File: src/rtl/pc_reg.sv
// LC-3b program counter register with next-PC mux, alignment fault capture and wrap pulse.
// Optional PC history trace enabled by defining PC_REG_TRACE_EN.
module pc_reg #(
    parameter logic [15:0] RESET_VEC = 16'h0200
) (
    input  logic        clk,
    input  logic        reset,
    input  logic        ld_pc,
    input  logic [1:0]  pcmux,
    input  logic [15:0] bus_in,
    input  logic [15:0] adder_in,
    input  logic        clr_fault,
`ifdef PC_REG_TRACE_EN
    input  logic [1:0]  trace_sel,
    output logic [15:0] trace_pc,
`endif
    output logic [15:0] pc_out,
    output logic [15:0] pc_plus2,
    output logic        misalign,
    output logic [15:0] fault_addr,
    output logic        wrapped
);

    localparam logic [1:0] SEL_PLUS2 = 2'b00;
    localparam logic [1:0] SEL_BUS   = 2'b01;
    localparam logic [1:0] SEL_ADDER = 2'b10;
    localparam logic [1:0] SEL_HOLD  = 2'b11;

    localparam logic [15:0] RESET_PC = {RESET_VEC[15:1], 1'b0};

    logic [15:0] pc_q,         pc_d;
    logic        misalign_q,   misalign_d;
    logic [15:0] fault_addr_q, fault_addr_d;
    logic        wrapped_q,    wrapped_d;

    logic [15:0] raw_target;
    logic        target_load;
    logic        fault_now;

    assign pc_plus2 = pc_q + 16'd2;

    always_comb begin
        raw_target  = pc_plus2;
        target_load = 1'b0;
        case (pcmux)
            SEL_PLUS2: raw_target = pc_plus2;
            SEL_BUS: begin
                raw_target  = bus_in;
                target_load = 1'b1;
            end
            SEL_ADDER: begin
                raw_target  = adder_in;
                target_load = 1'b1;
            end
            SEL_HOLD:  raw_target = pc_q;
            default:   raw_target = pc_q;
        endcase
    end

    // Only external targets can be odd; PC+2 from an even PC never faults.
    assign fault_now = ld_pc && target_load && raw_target[0];

    always_comb begin
        pc_d = pc_q;
        if (ld_pc && (pcmux != SEL_HOLD)) begin
            pc_d = {raw_target[15:1], 1'b0};
        end
    end

    always_comb begin
        misalign_d   = misalign_q;
        fault_addr_d = fault_addr_q;
        if (fault_now) begin
            misalign_d   = 1'b1;
            fault_addr_d = raw_target;
        end else if (clr_fault) begin
            misalign_d   = 1'b0;
        end
    end

    always_comb begin
        wrapped_d = ld_pc && (pcmux == SEL_PLUS2) && (pc_q == 16'hFFFE);
    end

    always_ff @(posedge clk) begin
        if (reset) begin
            pc_q         <= RESET_PC;
            misalign_q   <= 1'b0;
            fault_addr_q <= 16'h0000;
            wrapped_q    <= 1'b0;
        end else begin
            pc_q         <= pc_d;
            misalign_q   <= misalign_d;
            fault_addr_q <= fault_addr_d;
            wrapped_q    <= wrapped_d;
        end
    end

    assign pc_out     = pc_q;
    assign misalign   = misalign_q;
    assign fault_addr = fault_addr_q;
    assign wrapped    = wrapped_q;

`ifdef PC_REG_TRACE_EN
    // Entry 0 holds the PC value that was current just before the newest load.
    logic [15:0] hist_q [4];
    logic [15:0] hist_d [4];
    logic        hist_push;

    assign hist_push = ld_pc && (pcmux != SEL_HOLD);

    always_comb begin
        for (int i = 0; i < 4; i++) begin
            hist_d[i] = hist_q[i];
        end
        if (hist_push) begin
            hist_d[0] = pc_q;
            for (int i = 1; i < 4; i++) begin
                hist_d[i] = hist_q[i-1];
            end
        end
    end

    always_ff @(posedge clk) begin
        if (reset) begin
            for (int i = 0; i < 4; i++) begin
                hist_q[i] <= 16'h0000;
            end
        end else begin
            for (int i = 0; i < 4; i++) begin
                hist_q[i] <= hist_d[i];
            end
        end
    end

    assign trace_pc = hist_q[trace_sel];
`endif

endmodule

File: config.mk
export PLATFORM = sky130hd
export DESIGN_NAME = pc_reg
export DESIGN_NICKNAME = d
export VERILOG_FILES = /design/src/rtl/pc_reg.sv
export SDC_FILE = /design/constraint.sdc
export NUM_CORES = 1
export LEC_CHECK = 0
export BUFFER_PORTS_ARGS = -buffer_cell sky130_fd_sc_hd__buf_2
export CAP_MARGIN = 0
export CORE_MARGIN = 3
export CORE_UTILIZATION = 43
export CTS_BUF_LIST = sky130_fd_sc_hd__clkbuf_8
export DETAILED_ROUTE_END_ITERATION = 16
export PLACE_DENSITY = 0.79
export SLEW_MARGIN = 0
export SYNTH_ARGS = -nofsm -noshare
export SYNTH_HDL_FRONTEND = slang
export SYNTH_SLANG_ARGS = --single-unit
File: constraint.sdc
create_clock -name clk -period 5.4 [get_ports clk]
set_input_delay 1.08 -clock clk [delete_from_list [all_inputs] [get_ports clk]]
set_output_delay 1.08 -clock clk [all_outputs]
set_load 0.02 [all_outputs]
== After elaboration in Yosys (flattened, before gate mapping) ==
Cells that the tools add are included.
Cells by class
  add/sub/neg operators: 1
  bitwise gates (word level): 0
  eq/ne operators: 5
  div/mod/pow operators: 0
  multiply operators: 0
  shifts and indexed selects: 0
  reduce and logical (&&, ||, !) cells: 8
  $lt $le $gt $ge: 0
  multiplexer cells: 4
Operators with widths (number)
  16-bit one-hot mux with 4 select lines: 1
  16-bit by 2-bit adder with 16-bit output, second input constant: 1
  15-bit equality test, second input constant: 1
  1-bit logical AND: 5
  2-bit equality test, second input constant: 2
  1-bit two-way mux: 3
  2-bit by 1-bit equality test with 1-bit output, second input constant: 1
  2-bit logical NOT: 1
  2-bit inequality test, second input constant: 1
  2-bit nonzero test: 1
  2-bit OR reduction: 1
Word-level totals
  memories: 0
  bits in read-only memories: 0
  bits in latches: 0
  bits of input ports: 38
  output and inout bits: 50
  memory bits (writable): 0
  logic and storage cells: 22
  flip-flop bits (word level): 33

== Longest topological paths before layout ==
Gate-level depths: netlist of the first run.
  word-level depth: 6
  mapped depth: 9
  depth with buffers taken out: 6

== Worst setup path after synthesis of the first run ==
No wires, ideal clock.
  path kind: register to output
  start: register pc_q[1] (netlist: pc_out[1])
  end: output port pc_plus2[15]
  required time: 4320 ps
  stages on the path, launching flop included: 5
  arrival: 2012 ps
  buffers on the path: 0
  slack: 2308 ps
  cells stage by stage: dfxtp_1 > ha_1 > nand3_2 > or4_4 > xnor2_1
Between the ends
  longest elaborated chain between the ends: 1
RTL lines
  start: declaration: line 31  | logic [15:0] pc_q, pc_d;
  start signal: assignment: line 92  | pc_q <= pc_d;
  16-bit by 2-bit adder with 16-bit output: line 40  | assign pc_plus2 = pc_q + 16'd2;
  end: declaration: line 18  | output logic [15:0] pc_plus2,
Every way passes these cells.

== Worst setup path after layout of the first run ==
Ends and elaborated chain as after synthesis.

==> out/summary.txt, run 1 <==
Total GRT Usage - 21.9%
starting density of the core - 46.4%
via count of the first global-routing pass - 2122
register area share after synthesis - 31.4%
status - completed
relative slew slack - 28.3%
R2R Path Start - pc_out[5]
hold crit path type - reg -> reg
antenna fix cells - 0
Die ar. - 5770 um2
ys flop type - dfxtp_1
Clock Latency Late Sink - 0.29 ns
Hold Crit Start - fault_addr[2]
reg2reg setup slack - 3.25 ns
Die Height - 76.0 um
DRC Markers - 0
total power - 600 uW
Detailed Place HPWL - 4580 um
CP max stage delay - 0.65 ns
H-tree depth - 2
RR Endpoint - pc_out[14]
clock skew - 0.00339 ns
average vias per placed instance - 5.95
CP Capture Type - output pin
Critical Path Start Type - flip-flop
endpoints failing hold - 0
core area - 4530 um2
maximum clock rate - 293 MHz
Tmin final - 3.41 ns
row count - 24
first-pass GRT wire length - 10400 um
Synth Register Bits - 33
share of layout cells above drive strength 1 - 31.3%
root buffer cell - clkbuf_8
part of the cycle the worst path needs - 63.2%
final WL - 6540 um
Fin Setup TNS - 0 ns
FFs w/ async S/R, synth - 0%
# fillers - 438
Mapped Avg Cell Area - 7.85 um2
P&R area growth vs syn - 22.3%
Endpoint, Worst Hold - fault_addr[2]
leakage power total - 1.12 nW
GRT overflow - 0
unrepaired setup endpoints after global routing - false
Critical Path AT - 2.33 ns
cts hold-fix bufs - 0
NumNets Final - 378
Hold Crit Depth - 2
Worst EP required - 4.32 ns
Worst-path clk slew - 0.07 ns
final setup fails - 0
PwrDens - 233 nW/um2
Post-synth EDFFs - 0
crit-path cells - ha_1 > nand3_2 > or4_4 > xnor2_1 > buf_2
DRT antenna net count - 0
reg2reg path depth - 4
Synthesis Warnings - 0
Port Buf Inserts - 85
vias post-DR - 2381
Synth Instances - 268
Worst path slowest cell - or4_4
CTS tree - built
post-CTS setup buffers - 0
Max Cap Violations - 0
cts repair resizes - 0
Starting DRT DRC Count - 293
most common cell after layout, fill and taps aside - buf_2
max-slew violations - 0
worst slew pin tran - 1.07 ns
wire length per cell - 16.4 um
chip width - 76.0 um
drt pass-1 iters - 6
antenna violations before repair - 0
Cell variety after synth - 56
maximum fanout along the worst path - 9
Max VDD drop - 0.123 mV
CTS Sinks - 33
CTS Buf Count - 5
critical path type - reg -> out
clock buffer depth - 2
Post-Syn Area - 2100 um2
most frequent cells in the layout - buf_2, dfxtp_1, nand2_1
GP Congestion - 0.844
largest net degree at the start of global routing - 45
# IOs - 88
==> logic make-up after synthesis <==
logic type | count (synthesis) | synth area share (%)
simple gates | 94 | 24.1
flops | 33 | 31.4
compound gates | 84 | 26.2
other cells | 1 | 0.178
fa+ha+maj | 6 | 3.57
buf+inv | 35 | 8.08
mux | 2 | 1.01
xor+xnor | 13 | 5.41
==> registers in the layout, indices dropped and copies added, names as in the netlist <==
signal,flops
fault_addr,16
misalign,1
pc_out,15
wrapped,1
==> how the worst max path moves through the flow <==
stage                                to  slack, ns  startpoint  cells past startpoint
after floorplan            pc_plus2[15]       2.31   pc_out[1]                      4
after global placement    fault_addr[5]       2.26    pcmux[0]                      7
after detailed placement  fault_addr[5]       2.13    pcmux[0]                      7
after CTS                  pc_plus2[15]       1.99   pc_out[1]                      5
after global routing       pc_plus2[15]       1.88   pc_out[1]                      5
final                      pc_plus2[15]       1.99   pc_out[1]                      5
==> cells in the mapped netlist, types with 2 or more instances <==
cell	instances	area, um2
o21ai_0	19	95.1
a221oi_1	2	17.5
nand3_1	7	35.0
nand2b_1	4	25.0
and4_1	2	17.5
ha_1	6	75.1
a31oi_1	5	31.3
dfxtp_1	33	661
clkbuf_1	14	52.6
buf_4	6	45.0
a222oi_1	5	50.1
o32ai_1	2	17.5
inv_1	5	18.8
buf_2	6	30.0
o31ai_1	2	15.0
nor2_1	20	75.1
xnor2_1	8	70.1
a21oi_1	21	105
nand3b_1	2	15.0
a2111oi_0	2	17.5
nor4_1	2	12.5
a22oi_1	9	67.6
or4_4	2	22.5
a211oi_1	3	22.5
o22ai_1	5	31.3
nand2_1	23	86.3
nor3_1	15	75.1
xor2_1	5	43.8
nand4_1	3	18.8
nor4b_1	2	17.5
nor2b_1	3	18.8
==> critical path: cells and delay by family, from the launching register on <==
kind	cells	cell delay, ns
AND/OR/NAND/NOR	2	0.90
flip-flops	1	0.50
adder cells (fa/ha/maj)	1	0.33
buffers and inverters	1	0.17
XOR/XNOR	1	0.14
==> cell type report <==
| type | instances | area, um2 | area share (%) |
|---|---|---|---|
| tap | 65 | 81.3 | 3.16 |
| sequential | 33 | 661 | 25.7 |
| inverter | 6 | 22.5 | 0.875 |
| multi-input combinational | 201 | 1280 | 49.8 |
| clock inverter | 3 | 17.5 | 0.681 |
| timing repair buffer | 87 | 440 | 17.1 |
| clock buffer | 5 | 68.8 | 2.67 |
==> layer usage <==
metal / up-vias / routed length (um) / track usage [%]
li1: 1117 / - / -
met1: 1087 / 2680 / 29.2
met3: 10 / 829 / 5.45
met4: 0 / 85 / 7.97
met2: 167 / 2950 / 34.3
met5: - / 0 / 0
==> through the flow <==
stage | hold slack (ns) | setup WS, ns | cell area [um2] | cells | utilization, %
2_1_floorplan | 0.535 | 2.31 | 2110 | 269 | -
3_3_place_gp | 0.450 | 2.26 | 2490 | 392 | 54.9
3_5_place_dp | 0.453 | 2.13 | 2490 | 392 | 54.9
4_1_cts | 0.466 | 1.99 | 2570 | 400 | 56.8
5_1_grt | 0.495 | 1.88 | 2570 | 400 | 56.8
6_report | 0.467 | 1.99 | 2570 | 400 | 56.8
==> report_power, final <==
group          internal [mW]  switching [mW]
clock network         0.0890          0.0993
logic                 0.0507          0.0854
registers              0.255          0.0205
total                  0.395           0.205
Power figures use the tool's default switching activity.
==> run 2: changes to the inputs <==
Settings changed: ABC_AREA set to 1, PLACE_DENSITY 0.79 to 0.81.
Clock period 5.4 ns to 3 ns, I/O delays scaled along.
==> out/summary.txt, run 2 <==
root buffer cell - clkbuf_8
Fin Setup TNS - 0 ns (unchanged)
share of layout cells above drive strength 1 - 29.3% (-2.1 points)
relative slew slack - 55.4% (+27 points)
unrepaired setup endpoints after global routing - false
drt pass-1 iters - 6 (unchanged)
clock skew - 0.00962 ns (+0.00624 ns)
Max VDD drop - 0.285 mV (+130%)
XOR/XNOR Fraction of Synth Area - 3.52% (-1.9 points)
clock buffer depth - 2 (unchanged)
H-tree depth - 2 (unchanged)
NumNets Final - 453 (+20%)
leakage power total - 1.41 nW (+26%)
largest net degree at the start of global routing - 23 (-49%)
post-CTS setup buffers - 0 (unchanged)
Synth Instances - 327 (+22%)
status - completed
Post-synth EDFFs - 0 (unchanged)
post-synth top area cell - dfxtp_1
most frequent cells in the layout - buf_2, nand2_1, inv_1
CP Capture Type - output pin
ys flop type - dfxtp_1
maximum fanout along the worst path - 6 (-3)
max FFs per register - 16 (unchanged)
most common cell after layout, fill and taps aside - buf_2
Worst EP required - 2.40 ns (-1.92 ns)
ranking of synthesized cells by area - dfxtp_1, nand2_1, nand3_1, inv_1, a21oi_1
largest family of logic cells by synthesized area - simple AND/OR/NAND/NOR gates
CTS tree - built
FFs w/ async S/R, synth - 0% (unchanged)
Post-synth top cells - nand2_1, inv_1, dfxtp_1, nand3_1
Mapped Avg Cell Area - 6.63 um2 (-16%)
Critical Path Start Type - flip-flop
PwrDens - 413 nW/um2 (+77%)
worst slew pin tran - 0.669 ns (-0.405 ns)
total power - 1.12 mW (+87%)
average vias per placed instance - 5.09 (-14%)
Synthesis Warnings - 0 (unchanged)
cts hold-fix bufs - 0 (unchanged)
Yosys top cell area share - 30.4% (-0.94 points)
wire length per cell - 13.4 um (-18%)
Post-Syn Area - 2170 um2 (+3.1%)
row count - 25 (+4.2%)
DRC Markers - 0 (unchanged)
via count of the first global-routing pass - 2324 (+9.5%)
endpoints failing hold - 0 (unchanged)
core area - 4790 um2 (+5.5%)
Final Cell Area - 2710 um2 (+5.3%)
Die Height - 77.0 um (+1.4%)
count leader, synth - nand2_1
Synth Register Bits - 33 (unchanged)
starting density of the core - 45.3% (-1.1 points)
Port Buf Inserts - 85 (unchanged)
final setup fails - 0 (unchanged)
Detailed Place HPWL - 4930 um (+7.6%)
# fillers - 488 (+11%)
DRT antenna net count - 0 (unchanged)
antenna fix cells - 0 (unchanged)
Worst-path clk slew - 0.07 ns (about the same)
maximum clock rate - 406 MHz
vias post-DR - 2429 (+2.0%)
mux share of post-synthesis cell area - 0.461% (-0.55 points)
CTS Sinks - 33 (unchanged)
final WL - 6400 um (-2.3%)
Critical Path AT - 1.86 ns (-0.47 ns)
antenna violations before repair - 0 (unchanged)
critical path type - reg -> out
Tmin final - 2.46 ns
chip width - 77.0 um (+1.4%)
cts repair resizes - 0 (unchanged)
GP Congestion - 0.930 (+10%)
Max Cap Violations - 0 (unchanged)
Compound-Gate Fraction of Synth Area - 15.6% (-11 points)
placed inst area - 2630 um2 (+5.5%)
CTS Buf Count - 5 (unchanged)
first-pass GRT wire length - 11000 um (+5.6%)
Total GRT Usage - 22.8% (+0.94 points)
Cell variety after synth - 35 (-38%)
register area share after synthesis - 30.4% (-0.94 points)
GRT overflow - 0 (unchanged)
part of the cycle the worst path needs - 82.1%
Post-Synth Adder-Cell Area - 3.46% (-0.11 points)
Die ar. - 5930 um2 (+2.8%)
P&R area growth vs syn - 25.0%
Starting DRT DRC Count - 141 (-52%)
max-slew violations - 0 (unchanged)
# IOs - 88 (unchanged)
hold crit path type - reg -> reg
Clock Latency Late Sink - 0.30 ns (about the same)
Synth Area in Simple Gates - 33.9% (+9.7 points)
run 2: final cells by class:
cell class                      count  area [um2]  area share [%]
Timing Repair Buffer               92         478            17.6
Sequential cell                    33         661            24.4
Clock buffer                        5        68.8            2.54
Inverter                           43         161            5.95
Multi-Input combinational cell    234        1240            45.8
Clock inverter                      3        17.5           0.646
Tap cell                           67        83.8            3.09
run 2: through the flow:
step                      instances  worst slack, ns  util (%)  hold WS (ns)
after floorplan                 328            0.988         -         0.555
after global placement          469            0.792      54.8         0.450
after detailed placement        469            0.758      54.8         0.462
after CTS                       477            0.531      56.7         0.479
after global routing            477            0.384      56.7         0.524
final                           477            0.537      56.7         0.471
run 2: kinds of logic (layout without fill, tap and decap cells):
logic type / after synthesis / count (layout)
xor gates and xnor gates: 7 / 7
other: 1 / 2
AOI/OAI and AO/OA: 58 / 58
muxes: 1 / 1
and+or+nand+nor: 160 / 160
adders and majority gates: 6 / 6
buffers and inverters: 61 / 143
DFF: 33 / 33
run 2: worst max-delay path, stage by stage (launching register included):
cell and delay (ns):
dfxtp_1 0.45, ha_1 0.27, nand2_1 0.08, nor2_1 0.21, nand2_2 0.13, o21ai_2 0.13
and2_1 0.15, buf_2 0.16
run 2: power breakdown:
group          internal (mW)  switching [mW]  total, mW
clock network          0.160           0.173      0.333
registers              0.462          0.0311      0.494
logic                  0.104           0.189      0.293
run 2: metal layers:
layer  track usage, %  vias up  part of all wire, %
met4             7.83        0                  1.8
met5                0        -                    0
met3             5.75       14                  9.9
met2             36.6      126                   46
met1             29.9     1073                   42
li1                 -     1216                    -
run 2: path summary, 6_finish.rpt:
check             cells past startpoint  slack [ns]             to          start
setup / recovery                      7        0.54   pc_plus2[11]      pc_out[2]
hold reg to reg                       2        0.47  fault_addr[0]  fault_addr[0]
setup reg to reg                      9        1.34      pc_out[9]      pc_out[2]
hold / removal                        2        0.47  fault_addr[0]  fault_addr[0]
==> run 3: changes to the inputs <==
Settings changed: ABC_AREA 1 to 0, PLACE_DENSITY 0.81 to 0.79.
Clock period 3 ns to 2.5 ns, I/O delays scaled along.
==> out/summary.txt, run 3 (same netlist as run 1, synthesis figures left out) <==
Hold Crit Start - clr_fault
maximum clock rate - 416 MHz
CTS tree - built
Critical Path AT - 1.91 ns (+0.05 ns)
H-tree depth - 2 (unchanged)
critical path type - reg -> out
PwrDens - 480 nW/um2 (+16%)
vias post-DR - 2390 (-1.6%)
met2 usage - 33.9% (-2.7 points)
most frequent cells in the layout - buf_2, dfxtp_1, nand2_1
# fillers - 406 (-17%)
row count - 24 (-4.0%)
CTS Sinks - 33 (unchanged)
via count of the first global-routing pass - 2210 (-4.9%)
worst slew pin tran - 0.625 ns (-0.0433 ns)
Worst path slowest cell - or4_4
antenna violations before repair - 0 (unchanged)
CP max stage delay - 0.57 ns (+0.12 ns)
layer with the highest usage - met2
Die Height - 76.0 um (-1.4%)
most common cell after layout, fill and taps aside - buf_2
part of the cycle the worst path needs - 96.2%
clock buffer depth - 2 (unchanged)
P&R area growth vs syn - 29.4%
hold crit path type - in -> reg
Clock Latency Late Sink - 0.30 ns (about the same)
CP Capture Type - output pin
routing usage on met3 - 4.74% (-1.0 points)
Port Buf Inserts - 85 (unchanged)
clock skew - 0.00886 ns (-0.000763 ns)
Max VDD drop - 0.284 mV (-0.44%)
total power - 1.31 mW (+17%)
maximum fanout along the worst path - 9 (+3)
GRT overflow - 0 (unchanged)
Detailed Place HPWL - 4780 um (-3.1%)
# IOs - 88 (unchanged)
DRC Markers - 0 (unchanged)
Die ar. - 5770 um2 (-2.8%)
status - completed
area of the multi-input gates - 1290 um2 (+4.1%)
unrepaired setup endpoints after global routing - false
R2R Path Start - pc_out[2]
final WL - 6550 um (+2.4%)
starting density of the core - 46.4% (+1.1 points)
NumNets Final - 395 (-13%)
met1 usage - 30.3% (+0.40 points)
DRT antenna net count - 0 (unchanged)
GP Congestion - 0.860 (-7.5%)
endpoints failing hold - 0 (unchanged)
crit path from - pc_out[9]
share of layout cells above drive strength 1 - 35.5% (+6.2 points)
wire length per cell - 15.7 um (+17%)
Worst EP required - 2.00 ns (-0.40 ns)
register area - 663 um2 (+0.38%)
cts hold-fix bufs - 0 (unchanged)
root buffer cell - clkbuf_8
crit-path cells - nand4_1 > or4_4 > xnor2_2 > buf_2
final setup fails - 0 (unchanged)
Starting DRT DRC Count - 199 (+41%)
leakage power total - 1.22 nW (-13%)
CTS Buf Count - 5 (unchanged)
Critical Path Start Type - flip-flop
Fin Setup TNS - 0 ns (unchanged)
first-pass GRT wire length - 10600 um (-2.8%)
drt pass-1 iters - 7 (+1)
Max Cap Violations - 0 (unchanged)
Total GRT Usage - 22.1% (-0.73 points)
antenna fix cells - 0 (unchanged)
Worst-path clk slew - 0.07 ns (about the same)
chip width - 76.0 um (-1.4%)
largest net degree at the start of global routing - 45 (+96%)
max FFs per register - 16 (unchanged)
max-slew violations - 0 (unchanged)
relative slew slack - 58.2% (+2.9 points)
core area - 4530 um2 (-5.3%)
Tmin final - 2.41 ns
average vias per placed instance - 5.73 (+13%)
run 3: repair_timing:
| item | in CTS | in global routing |
|---|---|---|
| setup buffers | 0 | 0 |
| endpoints found under the setup margin | 0 | 3 |
| resized for setup | 0 | 3 |
run 3: area by class of cell:
cell class	instances	share of cell area [%]
clock inverter	3	0.506
tap	65	2.99
clock buffer	5	2.53
inverter	6	0.827
multi-input combinational	201	47.5
timing repair buffer	104	21.3
sequential	33	24.4
run 3: per-stage QoR:
stage | instance area [um2] | hold slack (ns) | util (%) | cells | setup slack (ns)
3_3_place_gp | 2640 | 0.448 | 58.1 | 409 | 0.345
2_1_floorplan | 2120 | 0.535 | - | 269 | 0.105
4_1_cts | 2720 | 0.451 | 59.9 | 417 | 0.0631
6_report | 2720 | 0.454 | 60.0 | 417 | 0.0941
3_5_place_dp | 2640 | 0.451 | 58.1 | 409 | 0.302
5_1_grt | 2720 | 0.453 | 60.0 | 417 | 0.0226
run 3: final timing paths:
kind	end	slack, ns	depth (start not counted)
max	pc_plus2[15]	0.09	4
min	misalign	0.45	3
max reg2reg	pc_out[13]	0.73	6
min reg2reg	fault_addr[1]	0.46	2
run 3: where the power goes:
part           internal (mW)  total [mW]  switching, mW
Sequential             0.551       0.584         0.0321
Clock                  0.189       0.397          0.208
Combinational          0.129       0.328          0.198
Total                  0.869        1.31          0.439
run 3: critical path, delay by kind of cell, from the launching register on:
kind | cells | cell delay (ns)
xor gates and xnor gates | 1 | 0.14
DFF | 1 | 0.50
and+or+nand+nor | 2 | 0.80
buffers and inverters | 1 | 0.16
run 3: per-layer routing:
layer | routed length (um) | share of wire (%) | up-vias
met5 | 0 | 0 | -
met4 | 114 | 1.7 | 0
met3 | 521 | 8.0 | 12
met2 | 2980 | 45 | 117
met1 | 2940 | 45 | 1112
li1 | - | - | 1149
